[config.mk]
export PLATFORM = sky130hd
export DESIGN_NAME = des_decrypt_iter
export DESIGN_NICKNAME = d
export VERILOG_FILES = /design/src/rtl/des_decrypt_iter.sv
export SDC_FILE = /design/constraint.sdc
export NUM_CORES = 1
export LEC_CHECK = 0
export CAP_MARGIN = 20
export CELL_PAD_IN_SITES_DETAIL_PLACEMENT = 1
export CELL_PAD_IN_SITES_GLOBAL_PLACEMENT = 1
export CORE_MARGIN = 2
export CORE_UTILIZATION = 11
export DETAILED_ROUTE_END_ITERATION = 6
export PLACE_DENSITY_LB_ADDON = 0.1
export REMOVE_ABC_BUFFERS = 1
export SLEW_MARGIN = 20
export SYNTH_ARGS = -nofsm -noshare
export SYNTH_HDL_FRONTEND = slang
export SYNTH_SLANG_ARGS = --single-unit
[constraint.sdc]
create_clock -name clk -period 2.9 [get_ports clk]
set_clock_uncertainty 0.05 [all_clocks]
set_input_delay 0.29 -clock clk [delete_from_list [all_inputs] [get_ports clk]]
set_output_delay 0.29 -clock clk [all_outputs]
set_load 0.1 [all_outputs]
[src/rtl/des_decrypt_iter.sv]
// Iterative DES decryption core.
// One Feistel round per clock through a single round datapath. The key
// schedule starts from C0/D0 (which equals C16/D16) and right-rotates toward
// C1/D1. Vector ports use [64:1] with bit 64 carrying FIPS bit 1, so FIPS
// bit i of an N-bit vector sits at index N+1-i.
module des_decrypt_iter (
  input  logic        clk,
  input  logic        rst,
  input  logic        start,
  input  logic [64:1] key,
  input  logic [64:1] din,
  output logic [64:1] dout,
  output logic        busy,
  output logic        done
);

  typedef enum logic [1:0] {
    IDLE = 2'd0,
    LOAD = 2'd1,
    RUN  = 2'd2,
    DONE = 2'd3
  } state_t;

  // Permutation tables, FIPS 1-based source positions
  localparam logic [6:0] IP_T [0:63] = '{
    7'd58, 7'd50, 7'd42, 7'd34, 7'd26, 7'd18, 7'd10, 7'd2,  7'd60, 7'd52, 7'd44, 7'd36, 7'd28, 7'd20, 7'd12, 7'd4,
    7'd62, 7'd54, 7'd46, 7'd38, 7'd30, 7'd22, 7'd14, 7'd6,  7'd64, 7'd56, 7'd48, 7'd40, 7'd32, 7'd24, 7'd16, 7'd8,
    7'd57, 7'd49, 7'd41, 7'd33, 7'd25, 7'd17, 7'd9,  7'd1,  7'd59, 7'd51, 7'd43, 7'd35, 7'd27, 7'd19, 7'd11, 7'd3,
    7'd61, 7'd53, 7'd45, 7'd37, 7'd29, 7'd21, 7'd13, 7'd5,  7'd63, 7'd55, 7'd47, 7'd39, 7'd31, 7'd23, 7'd15, 7'd7
  };

  localparam logic [6:0] FP_T [0:63] = '{
    7'd40, 7'd8,  7'd48, 7'd16, 7'd56, 7'd24, 7'd64, 7'd32, 7'd39, 7'd7,  7'd47, 7'd15, 7'd55, 7'd23, 7'd63, 7'd31,
    7'd38, 7'd6,  7'd46, 7'd14, 7'd54, 7'd22, 7'd62, 7'd30, 7'd37, 7'd5,  7'd45, 7'd13, 7'd53, 7'd21, 7'd61, 7'd29,
    7'd36, 7'd4,  7'd44, 7'd12, 7'd52, 7'd20, 7'd60, 7'd28, 7'd35, 7'd3,  7'd43, 7'd11, 7'd51, 7'd19, 7'd59, 7'd27,
    7'd34, 7'd2,  7'd42, 7'd10, 7'd50, 7'd18, 7'd58, 7'd26, 7'd33, 7'd1,  7'd41, 7'd9,  7'd49, 7'd17, 7'd57, 7'd25
  };

  localparam logic [6:0] PC1_T [0:55] = '{
    7'd57, 7'd49, 7'd41, 7'd33, 7'd25, 7'd17, 7'd9,  7'd1,  7'd58, 7'd50, 7'd42, 7'd34, 7'd26, 7'd18,
    7'd10, 7'd2,  7'd59, 7'd51, 7'd43, 7'd35, 7'd27, 7'd19, 7'd11, 7'd3,  7'd60, 7'd52, 7'd44, 7'd36,
    7'd63, 7'd55, 7'd47, 7'd39, 7'd31, 7'd23, 7'd15, 7'd7,  7'd62, 7'd54, 7'd46, 7'd38, 7'd30, 7'd22,
    7'd14, 7'd6,  7'd61, 7'd53, 7'd45, 7'd37, 7'd29, 7'd21, 7'd13, 7'd5,  7'd28, 7'd20, 7'd12, 7'd4
  };

  localparam logic [5:0] PC2_T [0:47] = '{
    6'd14, 6'd17, 6'd11, 6'd24, 6'd1,  6'd5,  6'd3,  6'd28, 6'd15, 6'd6,  6'd21, 6'd10,
    6'd23, 6'd19, 6'd12, 6'd4,  6'd26, 6'd8,  6'd16, 6'd7,  6'd27, 6'd20, 6'd13, 6'd2,
    6'd41, 6'd52, 6'd31, 6'd37, 6'd47, 6'd55, 6'd30, 6'd40, 6'd51, 6'd45, 6'd33, 6'd48,
    6'd44, 6'd49, 6'd39, 6'd56, 6'd34, 6'd53, 6'd46, 6'd42, 6'd50, 6'd36, 6'd29, 6'd32
  };

  localparam logic [5:0] E_T [0:47] = '{
    6'd32, 6'd1,  6'd2,  6'd3,  6'd4,  6'd5,  6'd4,  6'd5,  6'd6,  6'd7,  6'd8,  6'd9,
    6'd8,  6'd9,  6'd10, 6'd11, 6'd12, 6'd13, 6'd12, 6'd13, 6'd14, 6'd15, 6'd16, 6'd17,
    6'd16, 6'd17, 6'd18, 6'd19, 6'd20, 6'd21, 6'd20, 6'd21, 6'd22, 6'd23, 6'd24, 6'd25,
    6'd24, 6'd25, 6'd26, 6'd27, 6'd28, 6'd29, 6'd28, 6'd29, 6'd30, 6'd31, 6'd32, 6'd1
  };

  localparam logic [5:0] P_T [0:31] = '{
    6'd16, 6'd7,  6'd20, 6'd21, 6'd29, 6'd12, 6'd28, 6'd17, 6'd1,  6'd15, 6'd23, 6'd26, 6'd5,  6'd18, 6'd31, 6'd10,
    6'd2,  6'd8,  6'd24, 6'd14, 6'd32, 6'd27, 6'd3,  6'd9,  6'd19, 6'd13, 6'd30, 6'd6,  6'd22, 6'd11, 6'd4,  6'd25
  };

  // S-boxes: 64 nibbles each, entry 0 in the most significant nibble,
  // entry index = row*16 + column
  localparam logic [255:0] SBOX [0:7] = '{
    256'hE4D12FB83A6C5907_0F74E2D1A6CB9538_41E8D62BFC973A50_FC8249175B3EA06D,
    256'hF18E6B34972DC05A_3D47F28EC01A69B5_0E7BA4D158C6932F_D8A13F42B67C05E9,
    256'hA09E63F51DC7B428_D709346A285ECBF1_D6498F30B12C5AE7_1AD069874FE3B52C,
    256'h7DE3069A1285BC4F_D8B56F03472C1AE9_A690CB7DF13E5284_3F06A1D8945BC72E,
    256'h2C417AB6853FD0E9_EB2C47D150FA3986_421BAD78F9C5630E_B8C71E2D6F09A453,
    256'hC1AF92680D34E75B_AF427C9561DE0B38_9EF528C3704A1DB6_432C95FABE17608D,
    256'h4B2EF08D3C975A61_D0B7491AE35C2F86_14BDC37EAF680592_6BD814A7950FE23C,
    256'hD2846FB1A93E50C7_1FD8A374C56B0E92_7B419CE206ADF358_21E74A8DFC90356B
  };

  function automatic logic [64:1] perm_ip(input logic [64:1] x);
    logic [64:1] y;
    y = 64'd0;
    for (int j = 0; j < 64; j++) begin
      y[7'(64 - j)] = x[7'd65 - IP_T[6'(j)]];
    end
    return y;
  endfunction

  function automatic logic [64:1] perm_fp(input logic [64:1] x);
    logic [64:1] y;
    y = 64'd0;
    for (int j = 0; j < 64; j++) begin
      y[7'(64 - j)] = x[7'd65 - FP_T[6'(j)]];
    end
    return y;
  endfunction

  function automatic logic [56:1] perm_pc1(input logic [64:1] x);
    logic [56:1] y;
    y = 56'd0;
    for (int j = 0; j < 56; j++) begin
      y[6'(56 - j)] = x[7'd65 - PC1_T[6'(j)]];
    end
    return y;
  endfunction

  function automatic logic [48:1] perm_pc2(input logic [56:1] x);
    logic [48:1] y;
    y = 48'd0;
    for (int j = 0; j < 48; j++) begin
      y[6'(48 - j)] = x[6'd57 - PC2_T[6'(j)]];
    end
    return y;
  endfunction

  function automatic logic [48:1] expand(input logic [32:1] x);
    logic [48:1] y;
    y = 48'd0;
    for (int j = 0; j < 48; j++) begin
      y[6'(48 - j)] = x[6'd33 - E_T[6'(j)]];
    end
    return y;
  endfunction

  function automatic logic [32:1] perm_p(input logic [32:1] x);
    logic [32:1] y;
    y = 32'd0;
    for (int j = 0; j < 32; j++) begin
      y[6'(32 - j)] = x[6'd33 - P_T[5'(j)]];
    end
    return y;
  endfunction

  // Outer bits select the row, inner four bits the column
  function automatic logic [3:0] sbox_lookup(input logic [255:0] tbl, input logic [5:0] six);
    logic [5:0] idx;
    logic [7:0] pos;
    idx = {six[5], six[0], six[4:1]};
    pos = 8'd255 - {idx, 2'b00};
    return tbl[pos -: 4];
  endfunction

  function automatic logic [32:1] feistel(input logic [32:1] r, input logic [48:1] k);
    logic [48:1] x;
    logic [32:1] s;
    x = expand(r) ^ k;
    s = 32'd0;
    for (int b = 0; b < 8; b++) begin
      s[6'(32 - 4 * b) -: 4] = sbox_lookup(SBOX[3'(b)], x[6'(48 - 6 * b) -: 6]);
    end
    return perm_p(s);
  endfunction

  // Right rotation in FIPS order moves FIPS bit 28 (index 1) to FIPS bit 1
  function automatic logic [28:1] rotr28(input logic [28:1] x, input logic [1:0] amt);
    logic [28:1] y;
    case (amt)
      2'd1:    y = {x[1], x[28:2]};
      2'd2:    y = {x[2:1], x[28:3]};
      default: y = x;
    endcase
    return y;
  endfunction

  state_t      state_r, state_nx_s;
  logic        busy_nx_s, done_nx_s;
  logic [32:1] l_r, r_r;
  logic [28:1] c_r, d_r;
  logic [4:0]  cnt_r;
  logic [1:0]  rot_s;
  logic [28:1] c_rot_s, d_rot_s;
  logic [48:1] subkey_s;
  logic [32:1] l_nx_s, r_nx_s;
  logic [64:1] plain_s;

  // Control FSM next state plus the busy/done values to register with it.
  always_comb begin
    state_nx_s = state_r;
    case (state_r)
      IDLE: begin
        if (start) begin
          state_nx_s = LOAD;
        end else begin
          state_nx_s = IDLE;
        end
      end
      LOAD: state_nx_s = RUN;
      RUN: begin
        if (cnt_r == 5'd16) begin
          state_nx_s = DONE;
        end else begin
          state_nx_s = RUN;
        end
      end
      DONE:    state_nx_s = IDLE;
      default: state_nx_s = IDLE;
    endcase
    busy_nx_s = (state_nx_s == LOAD) || (state_nx_s == RUN);
    done_nx_s = (state_nx_s == DONE);
  end

  // Single round datapath: key schedule step, f-function and final permutation.
  always_comb begin
    rot_s = 2'd0;
    case (cnt_r)
      5'd1:                                       rot_s = 2'd0;
      5'd2, 5'd9, 5'd16:                          rot_s = 2'd1;
      5'd3, 5'd4, 5'd5, 5'd6, 5'd7, 5'd8,
      5'd10, 5'd11, 5'd12, 5'd13, 5'd14, 5'd15:   rot_s = 2'd2;
      default:                                    rot_s = 2'd0;
    endcase
    c_rot_s  = rotr28(c_r, rot_s);
    d_rot_s  = rotr28(d_r, rot_s);
    subkey_s = perm_pc2({c_rot_s, d_rot_s});
    l_nx_s   = r_r;
    r_nx_s   = l_r ^ feistel(r_r, subkey_s);
    plain_s  = perm_fp({r_nx_s, l_nx_s});
  end

  // FSM state and registered status outputs.
  always_ff @(posedge clk) begin
    if (rst) begin
      state_r <= IDLE;
      busy    <= 1'b0;
      done    <= 1'b0;
    end else begin
      state_r <= state_nx_s;
      busy    <= busy_nx_s;
      done    <= done_nx_s;
    end
  end

  // Block state: capture in LOAD, one round per RUN edge, result on round 16.
  always_ff @(posedge clk) begin
    if (rst) begin
      l_r   <= 32'd0;
      r_r   <= 32'd0;
      c_r   <= 28'd0;
      d_r   <= 28'd0;
      cnt_r <= 5'd0;
      dout  <= 64'd0;
    end else begin
      case (state_r)
        LOAD: begin
          {l_r, r_r} <= perm_ip(din);
          {c_r, d_r} <= perm_pc1(key);
          cnt_r      <= 5'd1;
        end
        RUN: begin
          l_r <= l_nx_s;
          r_r <= r_nx_s;
          c_r <= c_rot_s;
          d_r <= d_rot_s;
          if (cnt_r == 5'd16) begin
            dout <= plain_s;
          end else begin
            cnt_r <= cnt_r + 5'd1;
          end
        end
        default: begin
        end
      endcase
    end
  end

endmodule

==> metrics.yaml <==
die_h_um: 97.0
multi_input_area_um2: 489
die_area_mm2: 0.00940
fin_crit_ns: 1.87
final_nets: 257
outcome: "finished clean"
ant_nets: 0
antenna_found_initial: 0
ys_seq_elements: 9
power.leakage_uw: 0.000423
grt_max_degree: 12
hold_viol_final: 0
n_fill_cell: 1007
synth-warning-count: 0
critPathRequiredTime_ns: 2.96
hold_ws_ns: 0.469
ys.flop_type: "dfxtp_1"
synth-seq-area-share_pct: 18.9
p_per_area_mw_per_mm2: 792
grt_pass1_wl_um: 2390
drt-initial-drc-count: 14
drive_above_1_share_pct: 5.83
cts_sinks: 9
hpwl_um: 1240
layout.cells.most_common: "conb_1"
io_buffers: 4
drc: 0
overflow: 0
critPathKind: "register to register"
hold_class: "register to register"
power_uw: 719
wl_per_cell_um: 6.97
slew_violations: 0
rows: 33
synth_cell_types: 24
hold_depth: 2
first_pass_iters: 2
core_mm2: 0.00830
r2r_end: "busy$_SDFF_PP0_"
clock.fmax_mhz: 533
viasPerCell: 2.41
rrSetupSlack_ns: 1.03
initial_utilization_pct: 11.5
area_growth_pct: -4.61
die_x_um: 97.0
post_synth.cell_area_avg_um2: 8.27
ctsHoldBuffers: 0
grt_pass1_vias: 488
cp_max_fo: 8
grtUsageTotal_pct: 3.22
crit_path_end_kind: "register"
final_cell_mix: "conb_1, dfxtp_1, inv_1, ha_1, nor2b_1"
io_pins: 197
clock_latency_ns: 0.24
critical_path.startpoint_type: "register"
finalSetupTns_ns: 0
netlist_area_um2: 951
rsz0062_at_grt: "false"
seqCellArea_um2: 180
gp_congestion: 0.684
htreeDepth: 1
r2r_cells: 6
cts_setup_buffers: 0
reg2reg_from: "state_r[0]$_SDFF_PP0_"
cts_resized: 0
critPathArrivalTime_ns: 1.93
hp-start: "cnt_r[1]$_SDFFE_PP0P_"
peakVddDrop_uv: 162
maxCapViolations: 0
vias: 543
synthArstFlopShare_pct: 0
fin_area_um2: 907
holdPathEnd: "cnt_r[1]$_SDFFE_PP0P_"
cts.clk_slew.worst_paths_ns: 0.05
routed_wirelength_um: 1570
dpl_cell_area_um2: 862
antenna_cells: 0
setup_viol_count_final: 0
layout_worst_path_cycle_share_pct: 64.6
clk_path_buf_depth: 2
cts-root-buf: "clkbuf_8"
synth_edf_count: 0
cts_buffers: 3
syn-instance-count: 115
cts_tree: "built"
==> critical path: stages (launching register included) <==
cell and delay [ns]:
dfxtp_1 0.29, inv_1 0.08, ha_1 0.36, nand4b_2 0.24, o31ai_1 0.33, ha_1 0.28
nor2b_1 0.12
==> routing by layer <==
metal	vias to the layer above	share of wire, %	wire length (µm)	GRT usage, %
li1	252	-	-	-
met1	245	36	563	3.10
met2	44	51	795	5.98
met3	2	13	197	1.59
met4	0	0.77	12	0.975
met5	-	0	0	0
==> synthesized netlist by cell type (all sizes together), types with 2 or more instances <==
cell | instances | area share [%]
buf | 65 | 51
ha | 5 | 6.6
nand2b | 2 | 1.3
inv | 7 | 2.8
nor2b | 4 | 2.6
o21ai | 2 | 1.1
a21oi | 3 | 1.6
nand3 | 3 | 1.6
dfxtp | 9 | 19
o32ai | 2 | 1.8
==> worst max-delay path by stage <==
stage	cells past startpoint	to	slack (ns)	startpoint
after floorplan	6	busy$_SDFF_PP0_	1.33	state_r[0]$_SDFF_PP0_
after global routing	6	busy$_SDFF_PP0_	0.84	state_r[0]$_SDFF_PP0_
after CTS	6	busy$_SDFF_PP0_	0.97	state_r[0]$_SDFF_PP0_
final	6	busy$_SDFF_PP0_	1.03	state_r[0]$_SDFF_PP0_
after detailed placement	6	busy$_SDFF_PP0_	0.98	state_r[0]$_SDFF_PP0_
after global placement	6	busy$_SDFF_PP0_	0.96	state_r[0]$_SDFF_PP0_
==> stage by stage <==
step | util, % | worst slack [ns] | instances
2_1_floorplan | - | 1.33 | 112
3_3_place_gp | 10.4 | 0.958 | 221
3_5_place_dp | 10.4 | 0.984 | 221
4_1_cts | 10.9 | 0.974 | 225
5_1_grt | 10.9 | 0.841 | 225
6_report | 10.9 | 1.03 | 225
==> power breakdown <==
part / internal (µW) / switching, µW / leakage [µW] / total (µW)
Clock: 96.5 / 56.8 / 0.0000228 / 153
Sequential: 132 / 4.17 / 0.0000734 / 136
Combinational: 21.6 / 408 / 0.000326 / 430
Total: 250 / 469 / 0.000423 / 719
==> kinds of logic after synthesis <==
group | after synthesis | share of synthesized area [%]
buf+inv | 73 | 54.5
simple gates | 15 | 10.4
compound gates | 11 | 8.16
flops | 9 | 18.9
fa+ha+maj | 5 | 6.58
mux | 1 | 1.05
other cells | 1 | 0.394
==> registers in the layout (all words and copies together) (netlist names) <==
signal,flops
busy,1
cnt_r,5
done,1
state_r,2
==> final cells by class <==
cell class                 count  share of cell area (%)
clock buffer                   4                    4.97
multi-input combinational     96                    53.9
sequential                     9                    19.9
timing repair buffer           4                    3.86
tap                          105                    14.5
inverter                       7                    2.90
Power figures use the tool's default switching activity.
